<file path="src/rtl/rx_ipv4_pkg.sv">
// Shared constants, FSM encoding and checksum helper for the IPv4 receive path.
package rx_ipv4_pkg;

  localparam int          OCT       = 8;
  localparam logic [7:0]  PROTO_UDP = 8'h11;
  localparam logic [31:0] IP_BCAST  = 32'hFFFF_FFFF;

  // Bit positions inside rx_ip_err = {bad_hdr, bad_csum, truncated}.
  localparam int ERR_HDR   = 2;
  localparam int ERR_CSUM  = 1;
  localparam int ERR_TRUNC = 0;

  typedef enum logic [2:0] {
    ST_IDLE,
    ST_HDR,
    ST_OPT,
    ST_PAYLOAD,
    ST_DRAIN,
    ST_DONE
  } rx_state_e;

  // One's-complement add with the end-around carry folded back in.
  function automatic logic [15:0] ocsum_add(input logic [15:0] a, input logic [15:0] b);
    logic [16:0] s;
    s = {1'b0, a} + {1'b0, b};
    return s[15:0] + {15'd0, s[16]};
  endfunction

endpackage

</file>
<file path="src/rtl/rx_ipv4_csum.sv">
// Byte-serial IPv4 header checksum accumulator; even bytes are the high octet of a word.
// sum_ok_o reflects the sum including the odd byte presented in the current cycle.
module rx_ipv4_csum
  import rx_ipv4_pkg::*;
(
  input  logic           clk_i,
  input  logic           rst_i,
  input  logic           clr_i,
  input  logic           en_i,
  input  logic           odd_i,
  input  logic [OCT-1:0] byte_i,
  output logic           sum_ok_o
);

  logic [15:0]    acc_q, acc_d, acc_base, word_sum;
  logic [OCT-1:0] hi_q, hi_d;

  always_comb begin
    acc_base = clr_i ? 16'd0 : acc_q;
    word_sum = ocsum_add(acc_base, {hi_q, byte_i});
    acc_d    = acc_q;
    hi_d     = hi_q;
    if (en_i) begin
      if (odd_i) begin
        acc_d = word_sum;
      end else begin
        hi_d  = byte_i;
        acc_d = acc_base;
      end
    end else if (clr_i) begin
      acc_d = 16'd0;
    end
  end

  assign sum_ok_o = odd_i && (word_sum == 16'hFFFF);

  always_ff @(posedge clk_i or posedge rst_i) begin
    if (rst_i) begin
      acc_q <= 16'd0;
      hi_q  <= '0;
    end else begin
      acc_q <= acc_d;
      hi_q  <= hi_d;
    end
  end

endmodule

</file>
<file path="src/rtl/rx_ipv4.sv">
// IPv4 receive layer: parses/validates the header of an EtherType-0x0800 payload stream
// and forwards the payload of accepted UDP datagrams with one cycle of latency.
module rx_ipv4
  import rx_ipv4_pkg::*;
(
  input  logic           RX_CLK,
  input  logic           rst,
  input  logic [31:0]    ip_addr,
  input  logic           rx_payload_ipv4,
  input  logic [OCT-1:0] rx_payload,
  output logic           rx_payload_udp,
  output logic [OCT-1:0] rx_udp_data,
  output logic [31:0]    rx_ip_src,
  output logic [15:0]    rx_ip_len,
  output logic [2:0]     rx_ip_err,
  output logic           rv_irq_ipv4,
  output rx_state_e      dbg_state_o
);

  rx_state_e      state_q, state_d;
  logic           vld_prev_q;
  logic [15:0]    cnt_q, cnt_d;
  logic [3:0]     ihl_q, ihl_d;
  logic [15:0]    tl_q, tl_d;
  logic [7:0]     proto_q, proto_d;
  logic [31:0]    src_q, src_d;
  logic [31:0]    dst_q, dst_d;
  logic [15:0]    len_q, len_d;
  logic           bad_hdr_q, bad_hdr_d;
  logic [2:0]     err_q, err_d;
  logic           fwd_q, fwd_d;
  logic [OCT-1:0] data_q, data_d;

  logic        start, take_start, in_hdr, csum_ok, accept;
  logic [15:0] idx, ihl4, hdr_last, tl_cur;
  logic [31:0] dst_cur;

  // A start is accepted in DONE as well: a one-cycle gap lands the next byte 0 there.
  assign start      = rx_payload_ipv4 && !vld_prev_q;
  assign take_start = start && ((state_q == ST_IDLE) || (state_q == ST_DONE));
  assign idx        = take_start ? 16'd0 : cnt_q;
  assign in_hdr     = take_start ||
                      (((state_q == ST_HDR) || (state_q == ST_OPT)) && rx_payload_ipv4);
  assign ihl4       = {10'd0, ihl_q, 2'b00};
  assign hdr_last   = ((ihl_q < 4'd5) ? 16'd20 : ihl4) - 16'd1;
  assign tl_cur     = {tl_q[15:8], rx_payload};
  assign dst_cur    = (idx == 16'd19) ? {dst_q[31:8], rx_payload} : dst_q;
  assign accept     = !bad_hdr_q && csum_ok && (proto_q == PROTO_UDP) &&
                      ((dst_cur == ip_addr) || (dst_cur == IP_BCAST));

  rx_ipv4_csum u_csum (
    .clk_i    (RX_CLK),
    .rst_i    (rst),
    .clr_i    (take_start),
    .en_i     (in_hdr),
    .odd_i    (idx[0]),
    .byte_i   (rx_payload),
    .sum_ok_o (csum_ok)
  );

  always_comb begin
    state_d   = state_q;
    cnt_d     = cnt_q;
    ihl_d     = ihl_q;
    tl_d      = tl_q;
    proto_d   = proto_q;
    src_d     = src_q;
    dst_d     = dst_q;
    len_d     = len_q;
    bad_hdr_d = bad_hdr_q;
    err_d     = err_q;
    fwd_d     = 1'b0;
    data_d    = data_q;

    if (take_start) begin
      cnt_d = 16'd1;
      err_d = 3'b000;
    end else if (rx_payload_ipv4 && (state_q != ST_IDLE) && (state_q != ST_DONE) &&
                 (cnt_q != 16'hFFFF)) begin
      cnt_d = cnt_q + 16'd1;
    end

    if (in_hdr) begin
      case (idx)
        16'd0: begin
          ihl_d     = rx_payload[3:0];
          bad_hdr_d = (rx_payload[7:4] != 4'd4) || (rx_payload[3:0] < 4'd5);
        end
        16'd2: tl_d[15:8] = rx_payload;
        16'd3: begin
          tl_d[7:0] = rx_payload;
          if (tl_cur < ihl4) begin
            bad_hdr_d = 1'b1;
            len_d     = 16'd0;
          end else begin
            len_d = tl_cur - ihl4;
          end
        end
        16'd9:  proto_d         = rx_payload;
        16'd12: src_d[31:24]    = rx_payload;
        16'd13: src_d[23:16]    = rx_payload;
        16'd14: src_d[15:8]     = rx_payload;
        16'd15: src_d[7:0]      = rx_payload;
        16'd16: dst_d[31:24]    = rx_payload;
        16'd17: dst_d[23:16]    = rx_payload;
        16'd18: dst_d[15:8]     = rx_payload;
        16'd19: dst_d[7:0]      = rx_payload;
        default: ;
      endcase
    end

    case (state_q)
      ST_IDLE, ST_DONE: state_d = start ? ST_HDR : ST_IDLE;
      ST_HDR, ST_OPT: begin
        if (!rx_payload_ipv4) begin
          err_d[ERR_TRUNC] = 1'b1;
          state_d          = ST_DONE;
        end else if (idx == hdr_last) begin
          err_d[ERR_HDR]  = bad_hdr_q;
          err_d[ERR_CSUM] = !csum_ok;
          state_d         = (accept && (len_q != 16'd0)) ? ST_PAYLOAD : ST_DRAIN;
        end else if (idx == 16'd19) begin
          state_d = ST_OPT;
        end
      end
      ST_PAYLOAD: begin
        if (!rx_payload_ipv4) begin
          err_d[ERR_TRUNC] = 1'b1;
          state_d          = ST_DONE;
        end else begin
          fwd_d  = 1'b1;
          data_d = rx_payload;
          if (idx == tl_q - 16'd1) state_d = ST_DRAIN;
        end
      end
      ST_DRAIN: if (!rx_payload_ipv4) state_d = ST_DONE;
      default:  state_d = ST_IDLE;
    endcase
  end

  // vld_prev resets high so a frame already in progress when reset lifts is ignored.
  always_ff @(posedge RX_CLK or posedge rst) begin
    if (rst) begin
      state_q    <= ST_IDLE;
      vld_prev_q <= 1'b1;
      cnt_q      <= 16'd0;
      ihl_q      <= 4'd0;
      tl_q       <= 16'd0;
      proto_q    <= 8'd0;
      src_q      <= 32'd0;
      dst_q      <= 32'd0;
      len_q      <= 16'd0;
      bad_hdr_q  <= 1'b0;
      err_q      <= 3'b000;
      fwd_q      <= 1'b0;
      data_q     <= '0;
    end else begin
      state_q    <= state_d;
      vld_prev_q <= rx_payload_ipv4;
      cnt_q      <= cnt_d;
      ihl_q      <= ihl_d;
      tl_q       <= tl_d;
      proto_q    <= proto_d;
      src_q      <= src_d;
      dst_q      <= dst_d;
      len_q      <= len_d;
      bad_hdr_q  <= bad_hdr_d;
      err_q      <= err_d;
      fwd_q      <= fwd_d;
      data_q     <= data_d;
    end
  end

  assign rx_payload_udp = fwd_q;
  assign rx_udp_data    = data_q;
  assign rx_ip_src      = src_q;
  assign rx_ip_len      = len_q;
  assign rx_ip_err      = err_q;
  assign rv_irq_ipv4    = (state_q == ST_DONE);
  assign dbg_state_o    = state_q;

endmodule
</file>
<file path="config.mk">
export PLATFORM = sky130hd
export DESIGN_NAME = rx_ipv4
export DESIGN_NICKNAME = d
export VERILOG_FILES = /design/src/rtl/rx_ipv4_pkg.sv /design/src/rtl/rx_ipv4_csum.sv /design/src/rtl/rx_ipv4.sv
export SDC_FILE = /design/constraint.sdc
export NUM_CORES = 1
export LEC_CHECK = 0
export CAP_MARGIN = 15
export CORE_ASPECT_RATIO = 1.75
export CORE_UTILIZATION = 35
export DETAILED_ROUTE_END_ITERATION = 12
export GPL_ROUTABILITY_DRIVEN = 0
export GPL_TIMING_DRIVEN = 0
export PLACE_DENSITY = 0.51
export SLEW_MARGIN = 5
export SYNTH_ARGS = -nofsm -noshare
export SYNTH_HDL_FRONTEND = slang
export SYNTH_SLANG_ARGS = --single-unit
</file>
<file path="constraint.sdc">
create_clock -name RX_CLK -period 17.1 [get_ports RX_CLK]
set_clock_uncertainty 0.2 [all_clocks]
set_input_delay 3.42 -clock RX_CLK [delete_from_list [all_inputs] [get_ports RX_CLK]]
set_output_delay 3.42 -clock RX_CLK [all_outputs]
set_load 0.03 [all_outputs]
</file>
# [After elaboration in Yosys (flattened, before gate mapping)]
# Index checks and enable logic that the tools add are counted.
[word_totals] reg_bits=165 wordCells=133 out_inout_bits=64 in_bits=43
[op_classes] reduce_logical=44 bitwise=1 addsub=6 n_mux=28 order_cmp=3 n_eq_ne=29
[op_table] operator="$mux W16" n=7
[op_table] operator="$eq A16 B4 Y1 const B" n=5
[op_table] operator="$eq A16 B5 Y1 const B" n=4
[op_table] operator="$eq A16 B16 Y1" n=2
[op_table] operator="$eq A16 B2 Y1 const B" n=2
[op_table] operator="$eq A32 B32 Y1" n=1
[op_table] operator="$eq A32 B32 Y1 const B" n=1
[op_table] operator="$reduce_and A2 Y1" n=14
[op_table] operator="$mux W3" n=8
[op_table] operator="$add A16 B16 Y17" n=1
[op_table] operator="$add A16 B1 Y16" n=1
[op_table] operator="$add A16 B1 Y16 const B" n=1
[op_table] operator="$eq A16 B16 Y1 const B" n=1
[op_table] operator="$logic_not A16 Y1" n=1
[op_table] operator="$lt A16 B6 Y1" n=1
[op_table] operator="$ne A16 B16 Y1 const B" n=1
[op_table] operator="$reduce_bool A16 Y1" n=1
[op_table] operator="$sub A16 B1 Y16 const B" n=1
[op_table] operator="$sub A16 B6 Y16" n=1
[op_table] operator="$pmux W3 S4" n=1
[op_table] operator="$logic_and A1 B1 Y1" n=11
[op_table] operator="$eq A8 B5 Y1 const B" n=1
[op_table] operator="$lt A4 B3 Y1 const B" n=2
[op_table] operator="$mux W8" n=1
[op_table] operator="21 further kinds" n=41

# [Longest topological paths before layout]
[depth] depth_word=16 mapped_depth=27 depth_no_buf=23

# [Modules after synthesis]
# A second synthesis with hierarchy kept.
[hier_totals] hier_cells=997 hier_area_um2=9885.7
[by_module_without_submodules] mod="rx_ipv4" area_each_um2=7659.8 cells_each=737 seq_area_each_um2=3529.6 instances=1
[by_module_without_submodules] mod="rx_ipv4_csum" area_each_um2=2225.9 cells_each=260 seq_area_each_um2=600.6 instances=1

# [Worst setup path before layout]
# OpenSTA, ideal clock, no wires.
[synth_timing] path_kind="input to register" from="input port rx_payload_ipv4" to="register state_q[1] (netlist: dbg_state_o[1])" setup_time_ps=64 arrival_time_ps=8549 slack_ps=8286 path_buffers=5 t_required_ps=16836 cell_stages=27 cell_sequence="clkbuf_1 > nor3b_1 > nand2_1 > clkbuf_1 > clkbuf_1 > and2_1 > ha_1 > fa_1 > a211oi_2 > o21ai_1 > a22o_1 > nor3_1 > nor2_1 > a21oi_1 > o21bai_1 > ha_1 > and3_1 > clkbuf_1 > nand2b_1 > or2_0 > clkbuf_1 > nor3_2 > a21boi_0 > o2111ai_1 > or4b_4 > a211oi_2 > a21o_1"
[synth_between] elab_chain_len=15 word_cells_on_any_way=28 classes_between="2 x add/sub; 9 x eq/ne; 8 x mux; 9 x reduce/logical"
[synth_rtl] element="start, declared" line_no="rx_ipv4.sv:9" source="input logic rx_payload_ipv4,"
[synth_rtl] element="$logic_and A1 B1 Y1" line_no="rx_ipv4.sv:39" source="assign start = rx_payload_ipv4 && !vld_prev_q;"
[synth_rtl] element="$logic_and A1 B1 Y1" line_no="rx_ipv4.sv:40" source="assign take_start = start && ((state_q == ST_IDLE) || (state_q == ST_DONE));"
[synth_rtl] element="$mux W16"
[synth_rtl] element="$add A16 B16 Y17" line_no="rx_ipv4_pkg.sv:25" source="s = {1'b0, a} + {1'b0, b};"
[synth_rtl] element="$add A16 B1 Y16" line_no="rx_ipv4_pkg.sv:26" source="return s[15:0] + {15'd0, s[16]};"
[synth_rtl] element="$eq A16 B16 Y1" line_no="rx_ipv4_csum.sv:35" source="assign sum_ok_o = odd_i && (word_sum == 16'hFFFF);"
[synth_rtl] element="$logic_and A1 B1 Y1" line_no="rx_ipv4_csum.sv:35"
[synth_rtl] element="$logic_and A1 B1 Y1 (3 in series)" line_no="rx_ipv4.sv:48" source="assign accept = !bad_hdr_q && csum_ok && (proto_q == PROTO_UDP) &&"
[synth_rtl] element="$logic_and A1 B1 Y1" line_no="rx_ipv4.sv:121" source="state_d = (accept && (len_q != 16'd0)) ? ST_PAYLOAD : ST_DRAIN;"
[synth_rtl] element="$mux W3" line_no="rx_ipv4.sv:121"
[synth_rtl] element="$mux W3" line_no="rx_ipv4.sv:118" source="end else if (idx == hdr_last) begin"
[synth_rtl] element="$mux W3" line_no="rx_ipv4.sv:115" source="if (!rx_payload_ipv4) begin"
[synth_rtl] element="$pmux W3 S4" line_no="rx_ipv4.sv:112" source="case (state_q)"
[synth_rtl] element="end signal, assigned" line_no="rx_ipv4.sv:158" source="state_q <= state_d;"
[synth_rtl] element="end, declared" line_no="rx_ipv4.sv:20" source="rx_state_e state_q, state_d;"
# Parallel ways exist; a longest one is shown, timed or not.
# A chain may end at the register's enable or synchronous reset.

# [Worst setup path after layout]
[layout_timing] from="input port rx_payload_ipv4" to="register state_q[2] (netlist: dbg_state_o[2])"
# Same word-level chain as after synthesis.

==> reports/qor.txt <==
Post-route clock period utilization -> 62.1%
Root buffer cell -> clkbuf_16
H-tree levels -> 4
Register area share after synthesis -> 42.4%
Initial antenna violation count -> 0
Gate Count Post-Synth -> 1012
First-pass GRT wire length -> 46.6 mm
IO buf count -> 106
Largest family of logic cells by synthesized area -> simple AND/OR/NAND/NOR gates
Post-CTS Resized -> 0
Tmin final -> 10.62 ns
Rows -> 80
Top-count cell post-synth -> dfrtp_1
Worst IR drop on VDD -> 88.1 µV
Max_slew headroom -> 27.1%
Fmax -> 0.0942 GHz
Post-synthesis mux area share -> 9.81%
Syn_area_per_cell -> 9.63 µm²
Flop pwr share -> 29.3%
CTS tree -> built
Top Ports -> 107
Post-route DRC -> 0
Asr flop ratio synth -> 100%
Nets -> 1209
Fin util -> 43.6%
Post-Route Setup TNS -> 0 ns
Post-Synth XOR/XNOR Area -> 9.04%
Crit path launch type -> input port
Core area -> 27300 µm²
#FFs+latches synth -> 165
Final setup vio count -> 0
Count of different cell masters after synthesis -> 78
Fill count -> 2687
Largest net degree at the start of global routing -> 105
Post-Synthesis Cell Area -> 9740 µm²
Slew @ Worst Pin -> 1.09 ns
Critical Path AT -> 10.74 ns
Synth top area share -> 42.1%
Int Power -> 0.00110 W
Clock Power Share -> 21.3%
Sw Ratio -> 41.5%
Die X -> 128 µm
1st-pass router iterations -> 4
Drt wl/cell -> 19.7 µm
Final max-slew violation count -> 0
Remaining Overflow, GRT -> 0
Synth warn -> 0
Post-CTS Setup Repair Bufs -> 0
Hold Path Depth -> 2
Most used flip-flop cell after synthesis -> dfrtp_1
Net Count, Synth -> 1082
Hold Vio Cnt, Final -> 0
Switch Pwr -> 0.000781 W
Post-synthesis simple-gate area fraction -> 19.9%
R2R cell count -> 26
Largest area contributor in the netlist -> dfrtp_1
ANT nets after route -> 0
Dpl hpwl -> 22.9 mm
ANT cells -> 0
Hold-fix buffers, CTS -> 0
Vias in the first global route -> 8201
Clock transition at path regs -> 0.06 ns
Later-pin clock latency in the skew report -> 0.45 ns
Top cells by count, synth -> 164 x dfrtp_1, 132 x nand2_1, 76 x mux2_2
Min-delay worst type -> reg2reg
Top cells by area, synth -> dfrtp_1 42%, mux2_2 8.8%, nand2_1 5.1%, xnor2_1 4.6%, xor2_1 4.0%
Worst Path Max Fanout -> 10
Gate power share -> 49.3%
Required @ worst endpoint -> 17.22 ns
Vias per cell -> 5.25
Reg-to-reg slack, setup -> 9.72 ns
TritonCTS Buffers -> 17
RSZ-0062 raised after global routing -> false
Clk sinks -> 165
Finished Layout Cells -> 1520
Post-Route WL -> 30.0 mm
Via count -> 7976
Cell area power density -> 158 nW/µm²
Fraction of layout cells with a size suffix above 1 -> 11.6%
Adder-cell share of the synthesized area -> 3.62%
Cells after DPL -> 1489
Initial DRC count -> 395
Outcome -> finished clean
Die height -> 223 µm
Post-synth EDFFs -> 0
Synth Area in Compound Gates -> 12.2%
Longest Clk Path Bufs -> 2
Critical path class -> in2reg
Leak -> 5.19 nW
GR Util All Layers -> 22.1%
Overall die area -> 28500 µm²
Starting Density -> 35.7%
CP Capture Type -> flip-flop
Synthesis-to-finish area growth -> 22.3%
Max-cap violations -> 0
-- worst max-delay path: stages --
cell and delay [ns]:
clkdlybuf4s50_1 0.48, clkbuf_1 0.38, nor3b_1 0.51, nand2_1 0.37, clkbuf_1 0.34, clkbuf_1 0.33, and2_1 0.27, ha_1 0.35
a2111oi_0 0.58, o21ai_1 0.34, a22o_1 0.29, nor3_1 0.14, nor2_1 0.09, a21oi_1 0.20, o21bai_1 0.11, ha_1 0.22
and3_1 0.16, clkbuf_1 0.17, nand2b_1 0.13, or2_0 0.11, clkbuf_1 0.26, nor3_2 0.10, a21boi_0 0.29, o2111ai_1 0.22
or4b_4 0.60, a21boi_1 0.18, o21ai_1 0.10
-- metrics by stage --
| step | power, W | hold WS, ns | setup WS (ns) | instance area, µm² |
|---|---|---|---|---|
| after floorplan | 0.00120 | 0.251 | 8.29 | 9740 |
| after global placement | 0.00148 | 0.262 | 6.18 | 11300 |
| after detailed placement | 0.00149 | 0.270 | 6.13 | 11300 |
| after CTS | 0.00190 | 0.285 | 6.56 | 11900 |
| after global routing | 0.00201 | 0.296 | 5.96 | 11900 |
| final | 0.00188 | 0.281 | 6.48 | 11900 |
-- sequential cells by signal (all words and copies together), names as in the netlist --
name and count:
rx_udp_data 8, u_csum.acc_q 16, ihl_q 4, cnt_q 16
dst_q 32, rx_ip_src 32, dbg_state_o 3, vld_prev_q 1
bad_hdr_q 1, proto_q 8, rx_payload_udp 1, rx_ip_err 3
rx_ip_len 16, u_csum.hi_q 8, tl_q 16
-- placed cells by master (no fill, tap or decap), drive strengths merged, types with 5 or more instances in the layout --
master,netlist,routed
clkdlybuf4s50,0,106
nand3,20,20
nand4,20,20
ha,25,25
o211ai,5,5
nor2b,9,9
dfrtp,164,164
o22ai,5,5
a211oi,10,10
clkinv,1,6
a21oi,36,36
and3,9,9
nand2b,9,9
o31ai,9,9
a21o,7,7
and2,19,19
nor3b,9,9
a21boi,5,5
inv,23,23
nand2,132,132
or2,6,6
nor2,71,71
mux2i,10,10
clkbuf,39,62
or3,11,11
nor3,28,28
o21ai,63,63
xor2,45,45
nor4,20,20
xnor2,52,52
mux2,76,76
buf,7,9
-- final timing paths --
path,startpoint,endpoint
min in group asynchronous,rst,rx_ip_len[2]
worst min-delay path,rx_ip_src[26],rx_ip_src[26]
worst max-delay path,rx_payload_ipv4,dbg_state_o[2]
worst max register to register,dbg_state_o[1],dbg_state_o[2]
worst min register to register,rx_ip_src[26],rx_ip_src[26]
max in group asynchronous,rst,vld_prev_q
-- metal layers --
metal / up-vias / track usage, % / wire length, µm
met4: 0 / 7.93 / 626
li1: 3854 / - / -
met3: 37 / 3.20 / 554
met2: 107 / 42.8 / 17300
met1: 3978 / 23.5 / 11500
met5: - / 0 / 0
-- cell type report --
type / count / area (µm²) / area share (%)
clock buffers: 23 / 488 / 4.10
multi-input cells: 777 / 5320 / 44.7
flip-flops and latches: 165 / 4130 / 34.7
inverters: 24 / 97.6 / 0.819
well taps: 369 / 462 / 3.87
plain buffers: 46 / 198 / 1.66
clock inverters: 8 / 123 / 1.03
repair buffers: 108 / 1090 / 9.18
-- kinds of logic (layout without fill, tap and decap cells) --
family,Yosys count,in the layout
simple gates,383,383
fa+ha+maj,27,27
buf+inv,70,209
compound gates,183,183
mux,86,86
xor+xnor,98,98
flops,165,165
-- power groups by stage --
stage / Combinational, W / Clock (W) / Sequential [W]
finish: 0.000929 / 0.000402 / 0.000552
detailed placement: 0.000929 / 0 / 0.000560
floorplan: 0.000593 / 0 / 0.000612
CTS: 0.000933 / 0.000413 / 0.000553
global route: 0.00102 / 0.000427 / 0.000565
global placement: 0.000921 / 0 / 0.000559
Power figures use the tool's default switching activity.
